<file path="config.mk">
export PLATFORM = sky130hd
export DESIGN_NAME = minicpu_param
export DESIGN_NICKNAME = d
export VERILOG_FILES = /design/src/rtl/minicpu_pkg.sv /design/src/rtl/minicpu_regfile.sv /design/src/rtl/minicpu_param.sv
export SDC_FILE = /design/constraint.sdc
export NUM_CORES = 1
export LEC_CHECK = 0
export ABC_AREA = 1
export ABC_CLOCK_PERIOD_IN_PS = 13700
export CAP_MARGIN = 20
export CORE_ASPECT_RATIO = 1.25
export CORE_UTILIZATION = 30
export CTS_BUF_LIST = sky130_fd_sc_hd__clkbuf_16
export CTS_CLUSTER_SIZE = 40
export DETAILED_ROUTE_END_ITERATION = 10
export HOLD_SLACK_MARGIN = 0.12
export PLACE_DENSITY = 0.45
export REMOVE_ABC_BUFFERS = 1
export SYNTH_ARGS = -nofsm -noshare
export SYNTH_HDL_FRONTEND = slang
export SYNTH_HIERARCHICAL = 1
export SYNTH_SLANG_ARGS = --single-unit
</file>
<file path="constraint.sdc">
create_clock -name clk -period 13.7 [get_ports clk]
set_input_delay 1.37 -clock clk [delete_from_list [all_inputs] [get_ports clk]]
set_output_delay 1.37 -clock clk [all_outputs]
set_load 0.02 [all_outputs]
</file>
<file path="src/rtl/minicpu_pkg.sv">
`default_nettype none
// ============================================================================
// Module      : minicpu_pkg
// Description : Shared definitions for the parametrised mini CPU: opcode
//               constants, FSM state encoding and the instruction-width
//               helper used to size the switch bank.
// Revision    : 1.0 - initial release
// ============================================================================
package minicpu_pkg;

    // Opcodes (instruction bits [INSTR_W-1 -: 3])
    localparam logic [2:0] OP_LOAD    = 3'b000;
    localparam logic [2:0] OP_ADD     = 3'b001;
    localparam logic [2:0] OP_ADDI    = 3'b010;
    localparam logic [2:0] OP_SUB     = 3'b011;
    localparam logic [2:0] OP_SUBI    = 3'b100;
    localparam logic [2:0] OP_MULI    = 3'b101;
    localparam logic [2:0] OP_CLEAR   = 3'b110;
    localparam logic [2:0] OP_DISPLAY = 3'b111;

    // Control FSM states
    localparam logic [1:0] ST_IDLE = 2'd0;
    localparam logic [1:0] ST_EXEC = 2'd1;
    localparam logic [1:0] ST_CLR  = 2'd2;
    localparam logic [1:0] ST_DISP = 2'd3;

    // Instruction layout: opcode(3) | rd(aw) | rs1(aw) | imm(imm_w)
    function automatic int instr_w(input int aw, input int imm_w);
        return 3 + 2 * aw + imm_w;
    endfunction

endpackage
`default_nettype wire

</file>
<file path="src/rtl/minicpu_regfile.sv">
`default_nettype none
// ============================================================================
// Module      : minicpu_regfile
// Description : NREGS x DATA_W register file, two asynchronous read ports,
//               one synchronous write port, asynchronous active-low clear.
// Ports       : clk, ligar (async clear, active low), we/waddr/wdata (write),
//               raddr1/rdata1, raddr2/rdata2 (combinational reads)
// Revision    : 1.0 - initial release
// ============================================================================
module minicpu_regfile #(
    parameter  int DATA_W = 16,
    parameter  int NREGS  = 16,
    localparam int AW     = $clog2(NREGS)
) (
    input  logic              clk,
    input  logic              ligar,
    input  logic              we,
    input  logic [AW-1:0]     waddr,
    input  logic [DATA_W-1:0] wdata,
    input  logic [AW-1:0]     raddr1,
    input  logic [AW-1:0]     raddr2,
    output logic [DATA_W-1:0] rdata1,
    output logic [DATA_W-1:0] rdata2
);

    logic [DATA_W-1:0] regs [NREGS];

    for (genvar i = 0; i < NREGS; i++) begin : g_reg
        always_ff @(posedge clk or negedge ligar) begin
            if (!ligar) begin
                regs[i] <= '0;
            end else if (we && (waddr == AW'(i))) begin
                regs[i] <= wdata;
            end
        end
    end

    assign rdata1 = regs[raddr1];
    assign rdata2 = regs[raddr2];

endmodule
`default_nettype wire

</file>
<file path="src/rtl/minicpu_param.sv">
`default_nettype none
// ============================================================================
// Module      : minicpu_param
// Description : Switch-driven mini CPU. A release of the active-low enviar
//               button latches the switch word, executes it against the
//               register file and offers the result on a valid/ready port.
// Ports       : clk, ligar (async reset, active low), enviar (button),
//               switches[INSTR_W-1:0], disp_ready (in);
//               disp_valid, disp_op, disp_addr, disp_data, disp_ovf, busy (out)
// Options     : MINICPU_DEBOUNCE_EN - adds a DEBOUNCE_CYC stable-cycle filter
//               after the synchroniser.
// Revision    : 1.0 - initial release
// ============================================================================
module minicpu_param
    import minicpu_pkg::*;
#(
    parameter  int DATA_W       = 16,
    parameter  int NREGS        = 16,
    parameter  int IMM_W        = $clog2(NREGS) + 3,
    parameter  int DEBOUNCE_CYC = 50000,
    localparam int AW           = $clog2(NREGS),
    localparam int INSTR_W      = instr_w(AW, IMM_W)
) (
    input  logic               clk,
    input  logic               ligar,
    input  logic               enviar,
    input  logic [INSTR_W-1:0] switches,
    input  logic               disp_ready,
    output logic               disp_valid,
    output logic [2:0]         disp_op,
    output logic [AW-1:0]      disp_addr,
    output logic [DATA_W-1:0]  disp_data,
    output logic               disp_ovf,
    output logic               busy
);

    localparam int MSB = DATA_W - 1;

    // ------------------------------------------------------------------
    // Button path: 2-FF synchroniser, optional filter, release detector
    // ------------------------------------------------------------------
    logic sync1, sync2, level, level_q, release_pulse;

    always_ff @(posedge clk or negedge ligar) begin
        if (!ligar) begin
            sync1   <= 1'b0;
            sync2   <= 1'b0;
            level_q <= 1'b0;
        end else begin
            sync1   <= enviar;
            sync2   <= sync1;
            level_q <= level;
        end
    end

`ifdef MINICPU_DEBOUNCE_EN
    localparam int DB_LEN = DEBOUNCE_CYC;
`else
    // A zero length selects the pass-through path below.
    localparam int DB_LEN = 0 * DEBOUNCE_CYC;
`endif

    if (DB_LEN > 0) begin : g_debounce
        localparam int CW = $clog2(DB_LEN + 1);
        logic [CW-1:0] cnt;

        // The level follows sync2 only after DB_LEN consecutive cycles of
        // disagreement; any return to agreement restarts the count.
        always_ff @(posedge clk or negedge ligar) begin
            if (!ligar) begin
                cnt   <= '0;
                level <= 1'b0;
            end else if (sync2 == level) begin
                cnt <= '0;
            end else if (cnt == CW'(DB_LEN - 1)) begin
                cnt   <= '0;
                level <= sync2;
            end else begin
                cnt <= cnt + CW'(1);
            end
        end
    end else begin : g_no_debounce
        assign level = sync2;
    end

    assign release_pulse = level & ~level_q;

    // ------------------------------------------------------------------
    // Instruction latch and field decode
    // ------------------------------------------------------------------
    logic [1:0]         state;
    logic [INSTR_W-1:0] instr;
    logic [AW-1:0]      clr_idx;

    logic [2:0]         op;
    logic [AW-1:0]      rd, rs1, rs2;
    logic [IMM_W-1:0]   imm;

    assign op  = instr[INSTR_W-1 -: 3];
    assign rd  = instr[INSTR_W-4 -: AW];
    assign rs1 = instr[INSTR_W-4-AW -: AW];
    assign imm = instr[IMM_W-1:0];
    assign rs2 = imm[IMM_W-1 -: AW];

    // Sign-magnitude to two's complement; a negative zero negates to 0.
    logic [DATA_W-1:0] imm_mag, imm_ext;
    assign imm_mag = DATA_W'(imm[IMM_W-2:0]);
    assign imm_ext = imm[IMM_W-1] ? (DATA_W'(0) - imm_mag) : imm_mag;

    // ------------------------------------------------------------------
    // Register file
    // ------------------------------------------------------------------
    logic              rf_we;
    logic [AW-1:0]     rf_waddr;
    logic [DATA_W-1:0] rf_wdata;
    logic [DATA_W-1:0] a, b;
    logic              wr_op;
    logic [DATA_W-1:0] alu_res;
    logic              alu_ovf;

    assign wr_op    = (op != OP_CLEAR) && (op != OP_DISPLAY);
    assign rf_we    = ((state == ST_EXEC) && wr_op) || (state == ST_CLR);
    assign rf_waddr = (state == ST_CLR) ? clr_idx : rd;
    assign rf_wdata = (state == ST_CLR) ? '0 : alu_res;

    minicpu_regfile #(
        .DATA_W (DATA_W),
        .NREGS  (NREGS)
    ) u_regfile (
        .clk    (clk),
        .ligar  (ligar),
        .we     (rf_we),
        .waddr  (rf_waddr),
        .wdata  (rf_wdata),
        .raddr1 (rs1),
        .raddr2 (rs2),
        .rdata1 (a),
        .rdata2 (b)
    );

    // ------------------------------------------------------------------
    // ALU
    // ------------------------------------------------------------------
    logic [DATA_W-1:0]   opnd2, sum, diff;
    logic [2*DATA_W-1:0] prod;
    logic                ovf_add, ovf_sub, ovf_mul;

    assign opnd2 = ((op == OP_ADD) || (op == OP_SUB)) ? b : imm_ext;
    assign sum   = a + opnd2;
    assign diff  = a - opnd2;
    // Operands sign-extended to 2*DATA_W so the product is exact.
    assign prod  = {{DATA_W{a[MSB]}}, a} * {{DATA_W{imm_ext[MSB]}}, imm_ext};

    assign ovf_add = (a[MSB] == opnd2[MSB]) && (sum[MSB]  != a[MSB]);
    assign ovf_sub = (a[MSB] != opnd2[MSB]) && (diff[MSB] != a[MSB]);
    // Truncation is lossless only if every bit above the kept sign bit
    // replicates it.
    assign ovf_mul = (prod[2*DATA_W-1:MSB] != '0) && (prod[2*DATA_W-1:MSB] != '1);

    always_comb begin
        alu_res = '0;
        alu_ovf = 1'b0;
        case (op)
            OP_LOAD:           alu_res = imm_ext;
            OP_ADD, OP_ADDI:   begin alu_res = sum;  alu_ovf = ovf_add; end
            OP_SUB, OP_SUBI:   begin alu_res = diff; alu_ovf = ovf_sub; end
            OP_MULI:           begin alu_res = prod[DATA_W-1:0]; alu_ovf = ovf_mul; end
            OP_DISPLAY:        alu_res = a;
            default:           alu_res = '0;
        endcase
    end

    // ------------------------------------------------------------------
    // Control FSM and display registers
    // ------------------------------------------------------------------
    always_ff @(posedge clk or negedge ligar) begin
        if (!ligar) begin
            state      <= ST_IDLE;
            instr      <= '0;
            clr_idx    <= '0;
            disp_valid <= 1'b0;
            disp_op    <= '0;
            disp_addr  <= '0;
            disp_data  <= '0;
            disp_ovf   <= 1'b0;
        end else begin
            case (state)
                ST_IDLE: begin
                    if (release_pulse) begin
                        instr <= switches;
                        state <= ST_EXEC;
                    end
                end
                ST_EXEC: begin
                    disp_op   <= op;
                    disp_addr <= (op == OP_DISPLAY) ? rs1 :
                                 (op == OP_CLEAR)   ? '0  : rd;
                    disp_data <= alu_res;
                    disp_ovf  <= alu_ovf;
                    clr_idx   <= '0;
                    if (op == OP_CLEAR) begin
                        state <= ST_CLR;
                    end else begin
                        state      <= ST_DISP;
                        disp_valid <= 1'b1;
                    end
                end
                ST_CLR: begin
                    if (clr_idx == AW'(NREGS - 1)) begin
                        state      <= ST_DISP;
                        disp_valid <= 1'b1;
                    end else begin
                        clr_idx <= clr_idx + AW'(1);
                    end
                end
                ST_DISP: begin
                    if (disp_ready) begin
                        disp_valid <= 1'b0;
                        state      <= ST_IDLE;
                    end
                end
                default: state <= ST_IDLE;
            endcase
        end
    end

    assign busy = (state != ST_IDLE);

endmodule
`default_nettype wire

</file>
==> flow_metrics.tcl, run 1 <==
set metrics [dict create \
    outcome "completed" \
    synth-xor-area-share 0.00452 \
    dieArea_um2 97300 \
    syn_avg_cell_area_um2 6.93 \
    first_pass_iters 7 \
    drtIter0Drc 1801 \
    yosys_register_bits 308 \
    clk_latency_ns 0.57 \
    cts.clk_slew.worst_paths_ns 0.06 \
    track_usage 0.221 \
    cts_resized 0 \
    htreeDepth 2 \
    clock-root-buffer "clkbuf_16" \
    worst_setup_path_end_kind "flip-flop" \
    rsz0062_at_grt "no" \
    cts_tree "yes" \
    r2r_cells 36 \
    die_y_um 348 \
    r2r_start "instr[7]" \
    slew_violations 0 \
    antenna_found_initial 2 \
    synth_ff_type "dfrtp_1" \
    start_util 0.304 \
    rrSetupSlack_ns 4.05 \
    finalCriticalPeriod_ns 9.65 \
    drt-vias-per-instance 4.84 \
    synth_top_area_frac 0.268 \
    pin_count 48 \
    tightest_slew_ns 0.999 \
    synthCells 4157 \
    period_share 0.704 \
    yosysTopAreaCell "dfrtp_1" \
    grt_overflow_total 0 \
    slowest_stage "nand2_1" \
    cts_buffers 35 \
    fin_skew_ns 0.0200 \
    synth-edff-count 0 \
    hold_path_class "reg -> reg" \
    rows 126 \
    clk_path_buf_depth 3 \
    setup_viol 0 \
    synth.area.mux_share 0.00313 \
    synth_fa_ha_area_frac 0.209 \
    core_area_um2 94700 \
    path_common_cell "inv_1" \
    worstPathArrival_ns 10.10 \
    cts_setup_buffers 0 \
    syn_area_um2 28800 \
    wire_per_inst_um 19.8 \
    place_congestion 0.923 \
    path_delay_family "adder cells" \
    required_ns 14.15 \
    path_max_fanout 55 \
    timing.hold.ws_ns 0.382 \
    area_growth_pct 9.79 \
    setup-tns-final_ns 0 \
    crit_path_end "u_regfile/regs[61]" \
    path_class "reg -> reg" \
    dp_hpwl_um 79400 \
    cp_num_buf_inv 12 \
    synth-simple-area-share 0.299 \
    grt_pass1_vias 26610 \
    num-nets-final 4465 \
    die_w_um 279 \
    timing.fmax_mhz 104 \
    cts.sinks 308 \
    cap_violations 0 \
    ys_seq_area_frac 0.268 \
    drive_gt1_frac 0.0469 \
    portBuffers 47 \
    drc 0 \
    antenna_left 0 \
    cp_slowest_stage_delay_ns 0.58 \
    synth_area_leaders "dfrtp_1, nand2_1, fa_1" \
    start_kind "flip-flop" \
    via_count 26149 \
    wirelength_um 107000 \
    yosysUniqueCellTypes 58 \
    grt_pass1_wl_um 164000 \
    synth-compound-area-share 0.0862 \
    startpoint "instr[7]" \
    path_depth 36 \
    r2r_end "u_regfile/regs[61]" \
    ys_warn_count 6 \
    nFillCells 10440 \
    synth_top_family_by_area "simple AND/OR/NAND/NOR gates" \
    cts_hold_buf 0 \
    hold_viol 0 \
    ys_async_sr_fraction 1.00 \
    slew_headroom 0.334 \
    grt_max_degree 87 \
]
[registers in the layout (all words and copies together) (netlist names), 2 cells and up]
signal          cells
instr              18
disp_data          16
state               2
clr_idx             4
disp_op             3
disp_addr           4
u_regfile/regs    256
[cells by family after synthesis]
group                      after synthesis
and+or+nand+nor                       2040
buffers and inverters                  971
AOI/OAI and AO/OA                      467
adders and majority gates              349
DFF                                    308
xor gates and xnor gates                14
muxes                                    8
[how the worst min path moves through the flow]
stage / from / to / slack (ns) / cells after the start
final: level / level_q / 0.38 / 0
after global routing: level / level_q / 0.40 / 0
after CTS: level / level_q / 0.38 / 0
after detailed placement: level / level_q / 0.37 / 0
after global placement: level / level_q / 0.36 / 0
after floorplan: sync1 / level / 0.33 / 0
[Yosys cell counts (21+ instances only)]
library cell and count:
nand2_1 1275, o21ai_0 326, fa_1 220, nand4_1 21
ha_1 129, nand3_1 513, inv_1 756, clkbuf_1 91
a21oi_1 75, nor2_1 158, dfrtp_1 308, buf_2 86
[area by class of cell]
type | instances | area [um^2] | share of cell area
Clock inverter | 23 | 267 | 0.00842
Tap cell | 1280 | 1600 | 0.0506
Antenna cell | 1 | 2.50 | 0.0000791
Clock buffer | 37 | 926 | 0.0293
Timing Repair Buffer | 96 | 843 | 0.0267
Sequential cell | 308 | 7720 | 0.244
Inverter | 775 | 2910 | 0.0921
Multi-Input combinational cell | 2878 | 17400 | 0.549
[through the flow]
stage | setup WS, ns | cell area (um^2) | util | std cells
3_5_place_dp | 4.12 | 30400 | 0.321 | 5337
6_report | 4.05 | 31600 | 0.334 | 5398
3_3_place_gp | 4.13 | 30400 | 0.321 | 5337
5_1_grt | 3.39 | 31600 | 0.334 | 5398
2_1_floorplan | 2.93 | 27900 | - | 3961
4_1_cts | 4.07 | 31600 | 0.334 | 5397
[per-layer routing]
layer,track usage,up-vias,wire length (um)
met2,0.391,594,53000
met5,0,-,11
met4,0.0916,2,4390
met1,0.275,12700,45700
met3,0.0193,181,3690
li1,-,12672,-
[layout by cell type (no fill, tap or decap), types with 16 or more instances in the layout]
cell / instances
nand2_1: 1275
o21ai_0: 326
dfrtp_1: 304
a21oi_1: 75
clkbuf_16: 37
clkdlybuf4s50_1: 46
buf_4: 49
nand4_1: 21
fa_1: 220
nor2_2: 16
inv_1: 756
nor2_1: 154
ha_1: 129
nand3_1: 511
Power of run 1 is not shown: default switching activity piles up to over one toggle a cycle in this logic, so the estimate is an artifact.
==> run 2: changes to the inputs <==
--- a/config.mk
+++ b/config.mk
@@ -6,7 +6,7 @@
 export NUM_CORES = 1
 export LEC_CHECK = 0
 export ABC_AREA = 1
-export ABC_CLOCK_PERIOD_IN_PS = 13700
+export ABC_CLOCK_PERIOD_IN_PS = 9800
 export CAP_MARGIN = 20
 export CORE_ASPECT_RATIO = 1.25
 export CORE_UTILIZATION = 30
==> constraint.sdc (replaced) <==
create_clock -name clk -period 9.8 [get_ports clk]
set_input_delay 0.98 -clock clk [delete_from_list [all_inputs] [get_ports clk]]
set_output_delay 0.98 -clock clk [all_outputs]
set_load 0.02 [all_outputs]
==> flow_metrics.tcl, run 2 (synthesis gave the netlist of run 1 again) <==
set metrics [dict create \
    dieArea_um2 97300 \
    place_congestion 0.899 \
    via_count 26107 \
    required_ns 10.22 \
    clock-root-buffer "clkbuf_16" \
    antenna_left 0 \
    largest_reg_flops 256 \
    dp_hpwl_um 77700 \
    cts_hold_buf 0 \
    grt_pass1_wl_um 162000 \
    grt_max_degree 86 \
    clk_path_buf_depth 3 \
    final_area_um2 31900 \
    cts.clk_slew.worst_paths_ns 0.06 \
    cts_setup_buffers 0 \
    slowest_stage "buf_4" \
    placed_cell_area_um2 30800 \
    start_util 0.304 \
    layout_commonest_cell "nand2_1" \
    wl_met3_um 4230 \
    clk_latency_ns 0.57 \
    drc 0 \
    start_kind "flip-flop" \
    pin_count 48 \
    layout_common_cells "nand2_1, inv_1, nand3_1" \
    hold_viol 0 \
    wl_met1_um 45200 \
    fin_skew_ns 0.0206 \
    portBuffers 47 \
    worstPathArrival_ns 9.14 \
    antenna_found_initial 0 \
    timing.fmax_mhz 115 \
    track_usage 0.219 \
    first_pass_iters 6 \
    dr.max_layer_used "met4" \
    num-nets-final 4499 \
    top_regs "u_regfile/regs (256), instr (18), disp_data (16)" \
    die_y_um 348 \
    period_share 0.890 \
    wl_met2_um 52800 \
    cts_buffers 36 \
    finalCriticalPeriod_ns 8.73 \
    slew_headroom 0.199 \
    wire_per_inst_um 19.5 \
    grt_overflow_total 0 \
    tightest_slew_ns 1.19 \
    rsz0062_at_grt "no" \
    nFillCells 10411 \
    area_growth_pct 10.6 \
    path_max_fanout 43 \
    cp_slowest_stage_delay_ns 0.62 \
    grt_pass1_vias 26289 \
    path_common_cell "inv_1" \
    cap_violations 0 \
    wirelength_um 106000 \
    multi_input_area_um2 17400 \
    path_class "reg -> reg" \
    outcome "completed" \
    rows 126 \
    cts_resized 0 \
    drt-vias-per-instance 4.80 \
    hold_path_class "reg -> reg" \
    htreeDepth 2 \
    slew_violations 0 \
    cts.sinks 308 \
    core_area_um2 94700 \
    cts_tree "yes" \
    die_w_um 279 \
    drive_gt1_frac 0.0554 \
    drtIter0Drc 1918 \
    setup_viol 0 \
    seq_area_um2 7720 \
    top_register "u_regfile/regs" \
    worst_setup_path_end_kind "flip-flop" \
]
==> run 2: cell type report <==
type                            instances  share of cell area
Multi-Input combinational cell       2878               0.545
Sequential cell                       308               0.242
Inverter                              775              0.0915
Tap cell                             1280              0.0503
Timing Repair Buffer                  129              0.0366
Clock buffer                           38              0.0298
Clock inverter                         26             0.00436
Antenna cell                            1           0.0000785
==> run 2: per-stage QoR <==
step                 util  TNS (ns)  worst slack, ns  std cells  hold WS, ns
finish              0.336         0             1.07       5435        0.341
global route        0.336         0            0.617       5434        0.345
detailed placement  0.325         0             1.14       5370        0.335
CTS                 0.336         0             1.14       5434        0.343
floorplan               -    -78.23           -0.966       3961        0.331
global placement    0.325         0             1.18       5370        0.333
==> run 2: worst paths after layout <==
kind	start	endpoint	slack, ns	cells past startpoint
min in group asynchronous	ligar	u_regfile/regs[232]	0.43	1
hold / removal	sync1	level	0.34	0
setup reg to reg	instr[8]	u_regfile/regs[156]	1.07	32
max in group asynchronous	ligar	instr[8]	7.35	3
hold reg to reg	sync1	level	0.34	0
setup / recovery	instr[8]	u_regfile/regs[156]	1.07	32
==> run 2: metal layers <==
layer / global-route usage / vias to the layer above
met1: 0.274 / 12565
met5: 0 / -
met4: 0.0783 / 0
met3: 0.0182 / 159
met2: 0.392 / 632
li1: - / 12751
==> run 2: worst max-delay path, delay by kind of cell (launching register included) <==
kind,cells,cell delay [ns]
buffers and inverters,10,1.92
adders and majority gates,7,3.30
DFF,1,0.37
AOI/OAI and AO/OA,2,0.30
and+or+nand+nor,13,2.67
Power of run 2 is left out for the same reason.
==> run 3: changes to the inputs <==
--- a/config.mk
+++ b/config.mk
@@ -9,12 +9,13 @@
 export ABC_CLOCK_PERIOD_IN_PS = 9800
 export CAP_MARGIN = 20
 export CORE_ASPECT_RATIO = 1.25
+export CORE_MARGIN = 5
 export CORE_UTILIZATION = 30
 export CTS_BUF_LIST = sky130_fd_sc_hd__clkbuf_16
 export CTS_CLUSTER_SIZE = 40
 export DETAILED_ROUTE_END_ITERATION = 10
 export HOLD_SLACK_MARGIN = 0.12
-export PLACE_DENSITY = 0.45
+export PLACE_DENSITY = 0.43
 export REMOVE_ABC_BUFFERS = 1
 export SYNTH_ARGS = -nofsm -noshare
 export SYNTH_HDL_FRONTEND = slang
==> flow_metrics.tcl, run 3 (synthesis gave the netlist of run 1 again) <==
set metrics [dict create \
    start_kind "flip-flop" \
    grt_max_degree 139 \
    via_count 26035 \
    clock-root-buffer "clkbuf_16" \
    path_common_cell "inv_1" \
    cts_setup_buffers 0 \
    hp-start "sync1" \
    setup_ws_ns 0.566 \
    gr-usage-met3 0.0165 \
    portBuffers 47 \
    slew_headroom 0.336 \
    path_max_fanout 45 \
    diodes 0 \
    pin_count 48 \
    r2r_end "u_regfile/regs[190]" \
    nFillCells 10644 \
    hold_viol 0 \
    die_y_um 356 \
    hold_end "level" \
    grt_overflow_total 0 \
    drt-vias-per-instance 4.80 \
    grt_pass1_wl_um 166000 \
    clk_path_buf_depth 3 \
    worst_setup_path_end_kind "flip-flop" \
    outcome "completed" \
    start_util 0.301 \
    hold_depth 0 \
    htreeDepth 2 \
    slew_violations 0 \
    num-nets-final 4481 \
    layout_common_cells "nand2_1, inv_1, nand3_1" \
    path_delay_family "adder cells" \
    cts.sinks 308 \
    cts_tree "yes" \
    layout_commonest_cell "nand2_1" \
    largest_reg_flops 256 \
    rows 127 \
    wire_per_inst_um 20.0 \
    worstPathArrival_ns 9.64 \
    drive_gt1_frac 0.0517 \
    busiest_layer "met2" \
    cap_violations 0 \
    use_met2 0.388 \
    cp_num_buf_inv 10 \
    area_growth_pct 10.5 \
    first_pass_iters 7 \
    cp_slowest_stage_delay_ns 0.71 \
    setup_viol 0 \
    period_share 0.942 \
    required_ns 10.20 \
    cts_buffers 37 \
    wirelength_um 108000 \
    dieArea_um2 102000 \
    drc 0 \
    track_usage 0.211 \
    top_register "u_regfile/regs" \
    dp_hpwl_um 79600 \
    fin_skew_ns 0.0333 \
    grt_pass1_vias 26650 \
    tightest_slew_ns 0.990 \
    die_w_um 287 \
    antenna_found_initial 3 \
    seq_area_um2 7720 \
    rrSetupSlack_ns 0.57 \
    timing.fmax_mhz 108 \
    drtIter0Drc 1814 \
    slowest_stage "dfrtp_4" \
    r2r_cells 31 \
    cts.clk_slew.worst_paths_ns 0.06 \
    r2r_start "instr[7]" \
    hold_path_class "reg -> reg" \
    clk_latency_ns 0.58 \
    antenna_left 0 \
    place_congestion 0.898 \
    pre_cts_ws_ns 0.549 \
    cts_hold_buf 0 \
    multi_input_area_um2 17400 \
    finalCriticalPeriod_ns 9.23 \
    cts_resized 0 \
    core_area_um2 95700 \
    use_met1 0.263 \
    top_regs "u_regfile/regs (256), instr (18), disp_data (16)" \
    rsz0062_at_grt "no" \
    path_class "reg -> reg" \
]
-- run 3: worst max path at each step --
stage | start | endpoint | slack, ns | depth (start not counted)
after floorplan | instr[7] | disp_ovf | -0.97 | 35
after global placement | instr[7] | u_regfile/regs[190] | 0.53 | 31
after detailed placement | instr[7] | u_regfile/regs[190] | 0.55 | 31
after CTS | instr[7] | u_regfile/regs[190] | 0.50 | 31
after global routing | instr[7] | u_regfile/regs[190] | 0.17 | 31
final | instr[7] | u_regfile/regs[190] | 0.57 | 31
-- run 3: per-layer routing --
| layer | vias to the layer above | part of all wire |
|---|---|---|
| li1 | 12722 | - |
| met1 | 12618 | 0.42 |
| met5 | - | 0 |
| met3 | 163 | 0.028 |
| met4 | 0 | 0.035 |
| met2 | 532 | 0.51 |
-- run 3: final cells by class --
cell class,count,area share
Clock buffer,39,0.0307
Clock inverter,27,0.00637
Inverter,775,0.0915
Multi-Input combinational cell,2878,0.546
Sequential cell,308,0.242
Tap cell,1290,0.0507
Timing Repair Buffer,110,0.0325
-- run 3: per-stage QoR --
stage | TNS, ns | hold WS (ns) | instances | cell area, um^2 | util
3_5_place_dp | 0 | 0.336 | 5361 | 30700 | 0.320
5_1_grt | 0 | 0.370 | 5427 | 31800 | 0.333
4_1_cts | 0 | 0.351 | 5427 | 31800 | 0.333
3_3_place_gp | 0 | 0.331 | 5361 | 30700 | 0.320
2_1_floorplan | -78.23 | 0.331 | 3961 | 27900 | -
6_report | 0 | 0.348 | 5427 | 31800 | 0.333
Power of run 3 is left out for the same reason.
